==> src/rtl/cell_delay_meter_pkg.sv <==
// Shared definitions for the cell-chain delay meter.
//   state_t     : measurement FSM encoding
//   CNT_W_DEF   : default width of the edge counter
//   WIN_W_DEF   : default width of the window-length register
package cell_delay_meter_pkg;

    localparam int unsigned CNT_W_DEF = 16;
    localparam int unsigned WIN_W_DEF = 12;

    typedef enum logic [1:0] {
        IDLE    = 2'd0,
        ARM     = 2'd1,
        MEASURE = 2'd2,
        DONE    = 2'd3
    } state_t;

endpackage

==> src/rtl/cdm_sync2.sv <==
// Two-flop synchronizer bringing the free-running ring-oscillator output
// into the CLK domain.
//   CLK : sampling clock (rising edge)
//   R   : asynchronous active-low reset, clears both flops
//   d   : asynchronous input
//   q   : synchronized output
module cdm_sync2 (
    input  logic CLK,
    input  logic R,
    input  logic d,
    output logic q
);

    logic meta;

    always_ff @(posedge CLK or negedge R) begin
        if (!R) begin
            meta <= 1'b0;
            q    <= 1'b0;
        end else begin
            meta <= d;
            q    <= meta;
        end
    end

endmodule

==> src/rtl/cell_delay_meter.sv <==
// Cell-chain delay meter: enables a ring oscillator for a programmable
// window of CLK cycles and counts its synchronized rising edges.
// Optional feature macro: CELL_DELAY_METER_SAT_EN
//   defined   -> count saturates at all-ones, ovf flags a lost edge
//   undefined -> count wraps modulo 2^CNT_W, ovf tied low
// Ports:
//   CLK     : clock, rising edge
//   R       : asynchronous active-low reset
//   start   : one-cycle measurement request (honoured only when idle)
//   win_len : window length in CLK cycles, sampled on accepted start
//   osc_in  : asynchronous ring-oscillator output
//   osc_en  : ring-oscillator enable (ARM and MEASURE)
//   busy    : measurement in progress (ARM, MEASURE, DONE)
//   done    : one-cycle result-valid pulse
//   count   : rising-edge count over the window
//   ovf     : count saturated
module cell_delay_meter
    import cell_delay_meter_pkg::*;
#(
    parameter int unsigned CNT_W = CNT_W_DEF,
    parameter int unsigned WIN_W = WIN_W_DEF
) (
    input  logic             CLK,
    input  logic             R,
    input  logic             start,
    input  logic [WIN_W-1:0] win_len,
    input  logic             osc_in,
    output logic             osc_en,
    output logic             busy,
    output logic             done,
    output logic [CNT_W-1:0] count,
    output logic             ovf
);

    state_t           state;
    logic [WIN_W-1:0] remain;
    logic             osc_sync;
    logic             osc_prev;
    logic             rise;

    cdm_sync2 u_sync (
        .CLK (CLK),
        .R   (R),
        .d   (osc_in),
        .q   (osc_sync)
    );

    assign rise = osc_sync & ~osc_prev;

`ifndef CELL_DELAY_METER_SAT_EN
    assign ovf = 1'b0;
`endif

    // Outputs are registered alongside the state so each one changes on the
    // same edge as the state it belongs to.
    always_ff @(posedge CLK or negedge R) begin
        if (!R) begin
            state    <= IDLE;
            remain   <= '0;
            osc_prev <= 1'b0;
            count    <= '0;
            done     <= 1'b0;
            busy     <= 1'b0;
            osc_en   <= 1'b0;
`ifdef CELL_DELAY_METER_SAT_EN
            ovf      <= 1'b0;
`endif
        end else begin
            done <= 1'b0;
            case (state)
                IDLE: begin
                    if (start) begin
                        remain <= win_len;
                        count  <= '0;
`ifdef CELL_DELAY_METER_SAT_EN
                        ovf    <= 1'b0;
`endif
                        busy   <= 1'b1;
                        osc_en <= 1'b1;
                        state  <= ARM;
                    end
                end
                ARM: begin
                    // Prime the edge detector so a level already high at
                    // arm time is not taken for an edge.
                    osc_prev <= osc_sync;
                    if (remain == '0) begin
                        osc_en <= 1'b0;
                        done   <= 1'b1;
                        state  <= DONE;
                    end else begin
                        state  <= MEASURE;
                    end
                end
                MEASURE: begin
                    osc_prev <= osc_sync;
                    if (rise) begin
`ifdef CELL_DELAY_METER_SAT_EN
                        if (count == '1) begin
                            ovf <= 1'b1;
                        end else begin
                            count <= count + CNT_W'(1);
                        end
`else
                        count <= count + CNT_W'(1);
`endif
                    end
                    if (remain == WIN_W'(1)) begin
                        osc_en <= 1'b0;
                        done   <= 1'b1;
                        state  <= DONE;
                    end else begin
                        remain <= remain - WIN_W'(1);
                    end
                end
                DONE: begin
                    busy  <= 1'b0;
                    state <= IDLE;
                end
                default: begin
                    busy   <= 1'b0;
                    osc_en <= 1'b0;
                    state  <= IDLE;
                end
            endcase
        end
    end

endmodule

==> config.mk <==
export PLATFORM = sky130hd
export DESIGN_NAME = cell_delay_meter
export DESIGN_NICKNAME = d
export VERILOG_FILES = /design/src/rtl/cell_delay_meter_pkg.sv /design/src/rtl/cdm_sync2.sv /design/src/rtl/cell_delay_meter.sv
export SDC_FILE = /design/constraint.sdc
export NUM_CORES = 1
export LEC_CHECK = 0
export ABC_AREA = 1
export BUFFER_PORTS_ARGS = -buffer_cell sky130_fd_sc_hd__buf_2
export CORE_MARGIN = 3
export CORE_UTILIZATION = 51
export DETAILED_ROUTE_END_ITERATION = 10
export GPL_ROUTABILITY_DRIVEN = 0
export HOLD_SLACK_MARGIN = 0.1
export MAX_ROUTING_LAYER = met4
export PLACE_DENSITY = 0.76
export SLEW_MARGIN = 5
export SYNTH_ARGS = -nofsm -noshare
export SYNTH_HDL_FRONTEND = slang
export SYNTH_SLANG_ARGS = --single-unit
==> constraint.sdc <==
create_clock -name CLK -period 1.65 [get_ports CLK]
set_input_delay 0.165 -clock CLK [delete_from_list [all_inputs] [get_ports CLK]]
set_output_delay 0.165 -clock CLK [all_outputs]
set_load 0.005 [all_outputs]
[Yosys cells after proc, flatten, opt, wreduce, memory -nomap -nowiden]
Index checks and enable logic that the tools add are counted.
Operators by class
  $add $sub $neg: 2
  equality and inequality tests: 9
  multiplexer cells: 18
  bitwise logic cells: 2
  reduce and logical (&&, ||, !) cells: 11
Operator list (number)
  two-way mux 16 bit: 2
  case mux 16 bit (2 select lines): 1
  two-way mux 12 bit: 2
  case mux 12 bit (2 select lines): 1
  adder 16 x 1 -> 16 bit, second input constant: 1
  equality test 12 x 1 -> 1 bit, second input constant: 1
  logical NOT 12 bit: 1
  subtractor 12 x 1 -> 12 bit, second input constant: 1
  inequality test 2 bit, second input constant: 5
  case mux 2 bit (4 select lines): 1
  two-way mux 1 bit: 6
  AND reduction 3 bit: 2
  equality test 2 bit, second input constant: 2
  two-way mux 2 bit: 2
  case mux 1 bit (2 select lines): 2
  AND reduction 2 bit: 2
  AND reduction 4 bit: 1
  nonzero test 2 bit: 2
  case mux 1 bit (3 select lines): 1
  nonzero test 3 bit: 1
  equality test 2 x 1 -> 1 bit, second input constant: 1
  logical NOT 2 bit: 1
  OR reduction 2 bit: 1
  bitwise AND 1 bit: 1
  NOT 1 bit: 1
Storage, ports and cells
  flip-flop bits (word level): 36
  bits of input ports: 16
  output and inout bits: 20
  word-level logic and storage cells: 51

[Longest topological paths before layout]
Gate-level depths: netlist of the first run.
  depth after elaboration: 4
  gate-level depth with buffers: 11
  depth with buffers taken out: 11

[Modules after synthesis]
From an unflattened synthesis of the first run, not the netlist that was laid out.
Second synthesis, totals
  cell total of the unflattened synthesis: 329
  area total of the unflattened synthesis: 2280.9 um^2
Modules (own cells, without submodules)
  cell_delay_meter: times used 1, cells an instance 327, area an instance 2230.9 um^2, seq. area each 850.8 um^2
  cdm_sync2: times used 1, cells an instance 2, area an instance 50.0 um^2, seq. area each 50.0 um^2

[Least setup slack after synthesis of the first run]
OpenSTA, ideal clock, no wires.
  path type: flip-flop to flip-flop
  start: reg state[0]
  end: reg count[5]
  setup time: 123 ps
  arrival: 1535 ps
  required time: 1527 ps
  setup slack: -9 ps
  stages on the path, launching flop included: 11
  buffers on the path: 1
  period minus slack after synthesis: 1659 ps
  cell sequence: dfrtp_1 > inv_1 > ha_1 > inv_2 > o21ai_2 > nand2_1 > buf_6 > nor2_4 > inv_1 > o21ai_0 > a21oi_1
Between the ends
  cells in the longest elaborated chain, start to end: 3
  elaborated cells between the ends (all ways): 7
  those cells by class: 3 x eq/ne; 1 x mux; 3 x reduce/logical
RTL lines
  start: declaration: line cell_delay_meter.sv:35  | state_t state;
  start signal: assignment: line cell_delay_meter.sv:58  | state <= IDLE;
  start signal: assignment: line cell_delay_meter.sv:80  | state <= ARM;
  start signal: assignment: line cell_delay_meter.sv:90  | state <= DONE;
  equality test 2 bit / logical NOT 2 bit (equally long branches): line cell_delay_meter.sv:70  | case (state)
  inequality test 2 bit (no source line) / nonzero test 2 bit (equally long branches)
  AND reduction 3 bit (no source line)
  end signal: assignment: line cell_delay_meter.sv:105  | count <= count + CNT_W'(1);
  end: declaration: line cell_delay_meter.sv:31  | output logic [CNT_W-1:0] count,
Parallel ways exist; a longest one is shown, timed or not.
A chain may end at the register's enable or synchronous reset.

[Worst setup path in the final report of the first run]
  start: reg state[0]
  end: reg count[3]
Same word-level chain as after synthesis.

==> results of run 1 <==
where the power goes:
part / internal (mW) / switching, mW
Sequential: 1.13 / 0.193
Clock: 0.287 / 0.322
Combinational: 0.973 / 1.39
cell families (layout without fill, tap and decap cells):
| kind of cell | count (synthesis) | count (layout) | share of synthesized area |
|---|---|---|---|
| fa+ha+maj | 9 | 9 | 0.05102 |
| other cells | 1 | 1 | 0.001699 |
| simple gates | 186 | 186 | 0.3537 |
| flops | 36 | 36 | 0.4082 |
| xor+xnor | 2 | 2 | 0.007938 |
| compound gates | 39 | 39 | 0.09297 |
| buf+inv | 46 | 103 | 0.08447 |
layer usage:
metal	vias to the layer above	GRT usage	wire [µm]
met4	0	0.09186	106
met5	-	-	0
met2	47	0.3673	2652
li1	1120	-	-
met1	967	0.2571	2319
met3	13	0.04769	213
layout by cell type (no fill, tap or decap), drive strengths merged:
master | synthesis | final
nand2 | 95 | 95
buf | 4 | 55
nor2 | 51 | 51
inv | 39 | 39
dfrtp | 36 | 36
o21ai | 28 | 28
nand3 | 23 | 23
a21oi | 10 | 10
ha | 9 | 9
nand4 | 7 | 7
nor3 | 7 | 7
clkbuf | 3 | 6
nand3b | 2 | 2
dlygate4sd3 | 0 | 2
a211oi | 1 | 1
xnor2 | 1 | 1
or2 | 1 | 1
xor2 | 1 | 1
conb | 1 | 1
clkinv | 0 | 1
per-stage QoR:
step | power [mW] | instance area (µm²)
after floorplan | 2.739 | 2210
after global placement | 3.434 | 2557
after detailed placement | 3.500 | 2557
after CTS | 4.129 | 2658
after global routing | 4.699 | 2734
final | 4.302 | 2734
tightest hold or removal path, cell delays in order:
cell and delay [ns]:
buf_2 0.07, nand2_1 0.04, nand2_1 0.05, nand2_1 0.04, o21ai_1 0.06
cell type report:
cell class / instances / area [µm²] / area share
multi-input combinational: 237 / 1176 / 0.4302
sequential: 36 / 900.9 / 0.3295
timing repair buffer: 57 / 367.9 / 0.1346
inverter: 39 / 148.9 / 0.05446
clock buffer: 6 / 72.57 / 0.02654
tap: 50 / 62.56 / 0.02288
clock inverter: 1 / 5.005 / 0.001831
flip-flops by register name, indices dropped and copies added, names as in the netlist:
name	cells
count	16
u_sync.meta	1
osc_prev	1
state	2
osc_en	1
done	1
u_sync.q	1
remain	12
busy	1
final timing paths:
path | startpoint | end
worst min register to register | u_sync.meta | u_sync.q
worst max register to register | state[0] | count[3]
worst max-delay path | state[0] | count[3]
max in group asynchronous | R | remain[11]
worst min-delay path | win_len[7] | remain[7]
min in group asynchronous | R | count[4]
cells in the mapped netlist, drive strengths merged:
| cell | instances | area (µm²) |
|---|---|---|
| o21ai | 28 | 143.9 |
| nand4 | 7 | 43.79 |
| inv | 39 | 146.4 |
| nand2 | 95 | 359.1 |
| ha | 9 | 112.6 |
| clkbuf | 3 | 11.26 |
| a21oi | 10 | 53.80 |
| nand3b | 2 | 15.01 |
| dfrtp | 36 | 900.9 |
| xor2 | 1 | 8.760 |
| nor2 | 51 | 206.5 |
| nor3 | 7 | 35.03 |
| or2 | 1 | 6.260 |
| xnor2 | 1 | 8.760 |
| buf | 4 | 28.78 |
| a211oi | 1 | 7.510 |
| nand3 | 23 | 115.1 |
| conb | 1 | 3.750 |
what timing repair did:
| item | 4_1_cts | 5_1_grt |
|---|---|---|
| hold buffers | 2 | 0 |
| buffers inserted | 0 | 2 |
| pin swaps | 0 | 3 |
| gates resized for setup | 1 | 19 |
| endpoints found under the setup margin | 4 | 24 |
| hold endpoints to repair | 37 | 0 |
==> impl_metrics.ini, run 1 <==
[run_status]
status = finished, final reports clean

[critical_path]
cp_num_cells = 9
crit_path_max_incr_delay_ns = 0.40
endpoint_kind = flop
path_delay_family = flip-flops
crit_slowest_cell = dfrtp_1
cp_num_buf_inv = 3
critPathKind = flop to flop
reg2regPathDepth = 9
path_cells = inv_2 -> ha_4 -> inv_2 -> o21ai_2 -> nand2_2 -> buf_4 -> nor2_1 -> xnor2_1 -> nor2_1
worstPathMaxFanout = 6
rrSetupSlack_ns = 0.04
start_kind = flop
crit_arrival_ns = 1.80
required_ns = 1.84

[routing]
drtPass1Iterations = 4
drc = 0
via_count = 2147
route.antenna.remaining_nets = 0
drtIter0Drc = 135
wl_per_cell_um = 12.42
wl_mm = 5.292
vias_per_cell = 5.040

[floorplanning]
rows = 23
io_pins = 36
die_h_um = 71.79
core_area_mm2 = 0.004086
die_area_mm2 = 0.005153
initial_utilization = 0.5401
die_w_um = 71.79

[finish]
diodes = 0
nFillCells = 377
layout-drive-gt1-share = 0.2181
fin_cells = 426
area_growth_pct = 23.87
layout.nets = 401
fin_util = 0.6690

[cts]
cts_tree = yes
htreeDepth = 2
path_clk_slew_ns = 0.07
clock-sinks = 36
clock_path_buffers = 2
root_buffer = clkbuf_8
clk_latency_ns = 0.30
numCtsBuffers = 5

[placement]
dp_cells = 415
hpwl_mm = 3.836
dpl_worst_slack_ns = -0.009903
port-buffer-count = 34

[sta]
setup_viol = 0
drv_slew = 0
fin_tns_setup_ns = 0
clock_skew_ns = 0.01153
rsz0062_at_grt = true
fmax_mhz = 620.3
fin_ws_ns = 0.03780
post-route-period-util = 0.9771
hold_viol_final = 0
period_needed_ns = 1.612
whs_ns = 0.1796

[pwr]
p_leak_nw = 1.413
powerDensity_mw_per_mm2 = 1574
peakVddDrop_mv = 0.8804

[hold_path]
hp-class = input port to flop
min_path_cells = 5

[synthesis]
synth_area_per_cell_um2 = 6.919
netlist_area_mm2 = 0.002207
synth_seq_cells = 36
netlist_instances = 319
synth-seq-area-share = 0.4082
synth_nets = 344
yosysWarnings = 0
yosysUniqueCellTypes = 26

[run]
drv_cap = 0

[global_route]
grt_max_degree = 37
grt_pass1_vias = 1994
overflow = 0
antenna_found_initial = 0
track_usage = 0.2205
grt_pass1_wl_mm = 8.687
Note: power is estimated with default switching activity, not from simulation.
==> run 2: changes to the inputs <==
--- a/config.mk
+++ b/config.mk
@@ -6,14 +6,14 @@
 export NUM_CORES = 1
 export LEC_CHECK = 0
 export ABC_AREA = 1
+export ABC_CLOCK_PERIOD_IN_PS = 1650
 export BUFFER_PORTS_ARGS = -buffer_cell sky130_fd_sc_hd__buf_2
 export CORE_MARGIN = 3
 export CORE_UTILIZATION = 51
 export DETAILED_ROUTE_END_ITERATION = 10
 export GPL_ROUTABILITY_DRIVEN = 0
 export HOLD_SLACK_MARGIN = 0.1
-export MAX_ROUTING_LAYER = met4
-export PLACE_DENSITY = 0.76
+export PLACE_DENSITY_LB_ADDON = 0.1
 export SLEW_MARGIN = 5
 export SYNTH_ARGS = -nofsm -noshare
 export SYNTH_HDL_FRONTEND = slang
==> run 2 against run 1 <==
Against the previous run: critical endpoint is now count[7]; largest cell class unchanged; highest routed layer unchanged; largest power group unchanged; power rose by 1.6%; hold slack got worse by 0.0097 ns; clock skew is 0.0053 ns lower; sequential cell count unchanged; worst setup slack gained 0.0093 ns; core utilization up 0.52 points.
==> impl_metrics.ini, run 2 (synthesis gave the netlist of run 1 again) <==
[finish]
layout-drive-gt1-share = 0.2348
ff_latch_area_um2 = 900.9
area_growth_pct = 24.83
multiInputGateArea_mm2 = 0.001189
fin_util = 0.6742
nFillCells = 366
mostFrequentLayoutCells = nand2_1, nor2_1, dfrtp_1, buf_2, inv_1
final_common_cell = nand2_1
largest_reg_flops = 16
layout.nets = 403
diodes = 0
reg.largest.list = count (16), remain (12), state (2)
largest-register = count

[global_route]
grt_pass1_vias = 1925
track_usage = 0.2181
grt_pass1_wl_mm = 8.949
overflow = 0
grt_max_degree = 37
antenna_found_initial = 0

[critical_path]
endpoint_kind = flop
critPathKind = flop to flop
reg2regPathDepth = 10
required_ns = 1.82
r2r-end = count[7]
crit_arrival_ns = 1.78
start_kind = flop
worstPathMaxFanout = 5
rrSetupSlack_ns = 0.05
r2r-start = state[0]

[cts]
clock_path_buffers = 2
numCtsBuffers = 5
path_clk_slew_ns = 0.07
htreeDepth = 2
cts_tree = yes
clk_latency_ns = 0.28
root_buffer = clkbuf_8
clock-sinks = 36

[floorplanning]
rows = 23
die_h_um = 71.79
die_w_um = 71.79
io_pins = 36
initial_utilization = 0.5401
core_area_mm2 = 0.004086
die_area_mm2 = 0.005153

[hold_path]
min_from = win_len[4]
min_path_cells = 3
hp-class = input port to flop
worstHoldEndpoint = remain[4]

[sta]
drv_slew = 0
clock_skew_ns = 0.006182
post-route-period-util = 0.9715
period_needed_ns = 1.603
hold_viol_final = 0
setup_viol = 0
fin_tns_setup_ns = 0
rsz0062_at_grt = true
fmax_mhz = 623.9

[run_status]
status = finished, final reports clean

[run]
drv_cap = 0

[pwr]
peakVddDrop_mv = 0.8067
powerDensity_mw_per_mm2 = 1586
p_leak_nw = 1.421

[routing]
drtPass1Iterations = 5
drtIter0Drc = 121
vias_per_cell = 5.147
wl_per_cell_um = 12.65
route.antenna.remaining_nets = 0
drc = 0
wl_mm = 5.427
via_count = 2208

[placement]
port-buffer-count = 34
hpwl_mm = 3.893
## run 2: cell types whose count changed in the layout (fill, tap and decap cells not counted), moves of 2 or more
| cell | change |
|---|---|
| nand3_2 | +2 |
| nor2_2 | +2 |
| inv_2 | +2 |
| nand3_1 | -2 |
| buf_4 | +4 |
| nor2_1 | -2 |
## run 2: what timing repair did
action | in CTS | in global routing
endpoints found under the hold margin | 37 | 0
hold buffers | 2 | 0
pin swaps | 0 | 6
cloned | 0 | 0
setup endpoints to repair | 3 | 23
gates resized for setup | 2 | 20
setup buffers | 0 | 2
## run 2: area by class of cell
type	instances	share of cell area
Multi-Input combinational cell	237	0.4314
Sequential cell	36	0.3270
Timing Repair Buffer	59	0.1331
Clock buffer	8	0.03270
Inverter	39	0.05313
Tap cell	50	0.02271
## run 2: report_power, final
group / switching [mW] / total, mW / internal [mW] / leakage [nW]
registers: 0.196 / 1.33 / 1.13 / 0.468
clock network: 0.295 / 0.636 / 0.341 / 0.0455
logic: 1.43 / 2.40 / 0.973 / 0.907
total: 1.92 / 4.37 / 2.45 / 1.42
## run 2: how the worst max path moves through the flow
stage / start / end / slack (ns) / cells past startpoint
after detailed placement: state[0] / count[7] / -0.01 / 10
after global routing: state[0] / count[11] / -0.06 / 11
after CTS: state[1] / count[5] / 0.008 / 10
final: state[0] / count[7] / 0.05 / 10
after floorplan: state[0] / count[5] / 0.02 / 10
after global placement: state[0] / count[5] / 0.06 / 10
## run 2: routing by layer
metal	part of all wire	vias up	global-route usage
met5	0	-	0
met4	0.0070	0	0.05010
met3	0.065	5	0.03787
met2	0.44	77	0.3306
met1	0.48	995	0.3253
li1	-	1131	-
## run 2: metrics by stage
step / hold WS, ns / power, mW / instances / instance area [µm²] / worst slack, ns
2_1_floorplan: -0.1306 / 2.739 / 319 / 2210 / 0.01920
3_3_place_gp: 0.2337 / 3.464 / 417 / 2560 / 0.05848
3_5_place_dp: 0.2339 / 3.517 / 417 / 2560 / -0.01144
4_1_cts: 0.1668 / 4.187 / 427 / 2673 / 0.008312
5_1_grt: 0.1771 / 4.748 / 429 / 2755 / -0.05866
6_report: 0.1699 / 4.369 / 429 / 2755 / 0.04707
## run 2: worst max-delay path, cell delays in order, from the launching register on
cell and delay (ns):
dfrtp_1 0.39, inv_2 0.12, ha_4 0.16, inv_2 0.04, o21ai_2 0.16, nand2_2 0.10
buf_6 0.14, nor2_4 0.15, inv_2 0.06, o21ai_1 0.13, nor2_1 0.05
==> run 3: changes to the inputs <==
--- a/config.mk
+++ b/config.mk
@@ -8,7 +8,7 @@
 export ABC_AREA = 1
 export ABC_CLOCK_PERIOD_IN_PS = 1650
 export BUFFER_PORTS_ARGS = -buffer_cell sky130_fd_sc_hd__buf_2
-export CORE_MARGIN = 3
+export CORE_MARGIN = 2
 export CORE_UTILIZATION = 51
 export DETAILED_ROUTE_END_ITERATION = 10
 export GPL_ROUTABILITY_DRIVEN = 0
==> run 3 against run 2 <==
Against the previous run: non-clock buffer count is 1 lower; highest routed layer unchanged; die area is 5.5% lower; largest cell class unchanged; core utilization is 0.061 points lower; via count is 2.6% lower.
==> impl_metrics.ini, run 3 (synthesis gave the netlist of run 1 again) <==
[run_status]
status = finished, final reports clean

[pwr]
fin_total_pwr_mw = 4.358
switchingPower_mw = 1.949
combPwrFrac = 0.560
powerDensity_mw_per_mm2 = 1583
p_int_mw = 2.409
p_leak_nw = 1.415
peakVddDrop_mv = 0.9673
clkPwrFrac = 0.134
p_sw_frac = 0.4471
sequentialPowerShare = 0.306

[global_route]
antenna_found_initial = 0
grt_pass1_vias = 1913
grt_pass1_wl_mm = 8.535
overflow = 0
grt_max_degree = 37
track_usage = 0.2159

[sta]
post-route-period-util = 0.9857
fmax_mhz = 614.8
clock_skew_ns = 0.002603
whs_ns = 0.1714
hold_viol_final = 0
period_needed_ns = 1.626
rsz0062_at_grt = true
setup_viol = 0
drv_slew = 0
fin_tns_setup_ns = 0

[routing]
wl_met2_mm = 2.214
drtIter0Drc = 152
drtPass1Iterations = 4
wl_met3_um = 237
drc = 0
wl_met1_mm = 2.698
wl_mm = 5.191
top_layer = met4
via_count = 2151
route.antenna.remaining_nets = 0
vias_per_cell = 5.037
wl_per_cell_um = 12.16

[critical_path]
start_kind = flop
crit_slowest_cell = dfrtp_1
crit_arrival_ns = 1.79
required_ns = 1.82
crit_path_max_incr_delay_ns = 0.39
crit_top_cell = inv_2
critPathKind = flop to flop
path_cells = inv_2 -> ha_4 -> inv_4 -> o21ai_4 -> nand2_2 -> buf_6 -> nor2_4 -> inv_2 -> o21ai_1 -> nor2_1
worstPathMaxFanout = 6
endpoint_kind = flop

[cts]
clock-sinks = 36
cts_tree = yes
clk_latency_ns = 0.27
clock_path_buffers = 2
root_buffer = clkbuf_8
path_clk_slew_ns = 0.07
numCtsBuffers = 5
htreeDepth = 2

[finish]
diodes = 0
final_common_cell = nand2_1
nFillCells = 358
reg.largest.list = count (16), remain (12), state (2)
largest_reg_flops = 16
area_growth_pct = 24.72
layout-drive-gt1-share = 0.2387
largest-register = count
mostFrequentLayoutCells = nand2_1, nor2_1, dfrtp_1, buf_2, inv_1
layout.nets = 402

[floorplanning]
die_area_mm2 = 0.004870
io_pins = 36
rows = 23
core_area_mm2 = 0.004086
initial_utilization = 0.5401
die_h_um = 69.79
die_w_um = 69.79

[placement]
hpwl_mm = 3.771
port-buffer-count = 34

[run]
drv_cap = 0

[hold_path]
hp-class = input port to flop
-- run 3: changes by cell type in the layout (fill, tap and decap cells not counted), sizes merged --
cell    previous run  this run
buf               57        56
clkinv             0         1
clkbuf             8         6
-- run 3: worst max-delay path, delay by kind of cell, from the launching register on --
kind                       cells  cell delay (ns)
DFF                            1             0.39
buffers and inverters          4             0.36
and+or+nand+nor                3             0.31
AOI/OAI and AO/OA              2             0.29
adders and majority gates      1             0.17
-- run 3: path summary, 6_finish.rpt --
| check | from | to | slack (ns) | depth (start not counted) |
|---|---|---|---|---|
| max | state[0] | count[7] | 0.02 | 10 |
| max in group asynchronous | R | count[10] | 0.87 | 3 |
| min | win_len[4] | remain[4] | 0.17 | 3 |
| max reg2reg | state[0] | count[7] | 0.02 | 10 |
| min reg2reg | u_sync.meta | u_sync.q | 0.36 | 0 |
| min in group asynchronous | R | remain[0] | 0.46 | 3 |
-- run 3: layout make-up --
type                       instances  area, µm²  area share
timing repair buffer              58      362.8      0.1318
inverter                          39      151.4     0.05500
clock buffer                       6      72.57     0.02636
tap                               50      62.56     0.02273
sequential                        36      900.9      0.3273
clock inverter                     1      5.005    0.001818
multi-input combinational        237       1197      0.4350
-- run 3: timing repair --
action	in CTS	in global routing
pin swaps	0	6
hold endpoints to repair	37	0
setup endpoints to repair	8	20
setup buffers	2	3
gates cloned	0	0
resized for setup	7	22
hold buffers	2	0
-- run 3: power by group through the flow --
stage               combinational (mW)  sequential (mW)  clock [mW]
floorplan                         1.42             1.32           0
global placement                  2.06             1.32           0
detailed placement                2.09             1.32           0
CTS                               2.23             1.32       0.603
global route                      2.75             1.36       0.639
finish                            2.44             1.33       0.584
-- run 3: metrics by stage --
step | setup WS (ns) | utilization | cell area (µm²) | cells
finish | 0.02356 | 0.6736 | 2753 | 427
global route | -0.06928 | 0.6736 | 2753 | 427
CTS | 0.02132 | 0.6546 | 2675 | 424
detailed placement | -0.06895 | 0.6191 | 2530 | 413
global placement | 0.01388 | 0.6191 | 2530 | 413
floorplan | 0.01920 | - | 2210 | 319
-- run 3: metal layers --
metal,global-route usage,vias to the layer above
met2,0.3122,51
met5,0,-
met1,0.3339,967
li1,-,1128
met4,0.04060,0
met3,0.04506,5
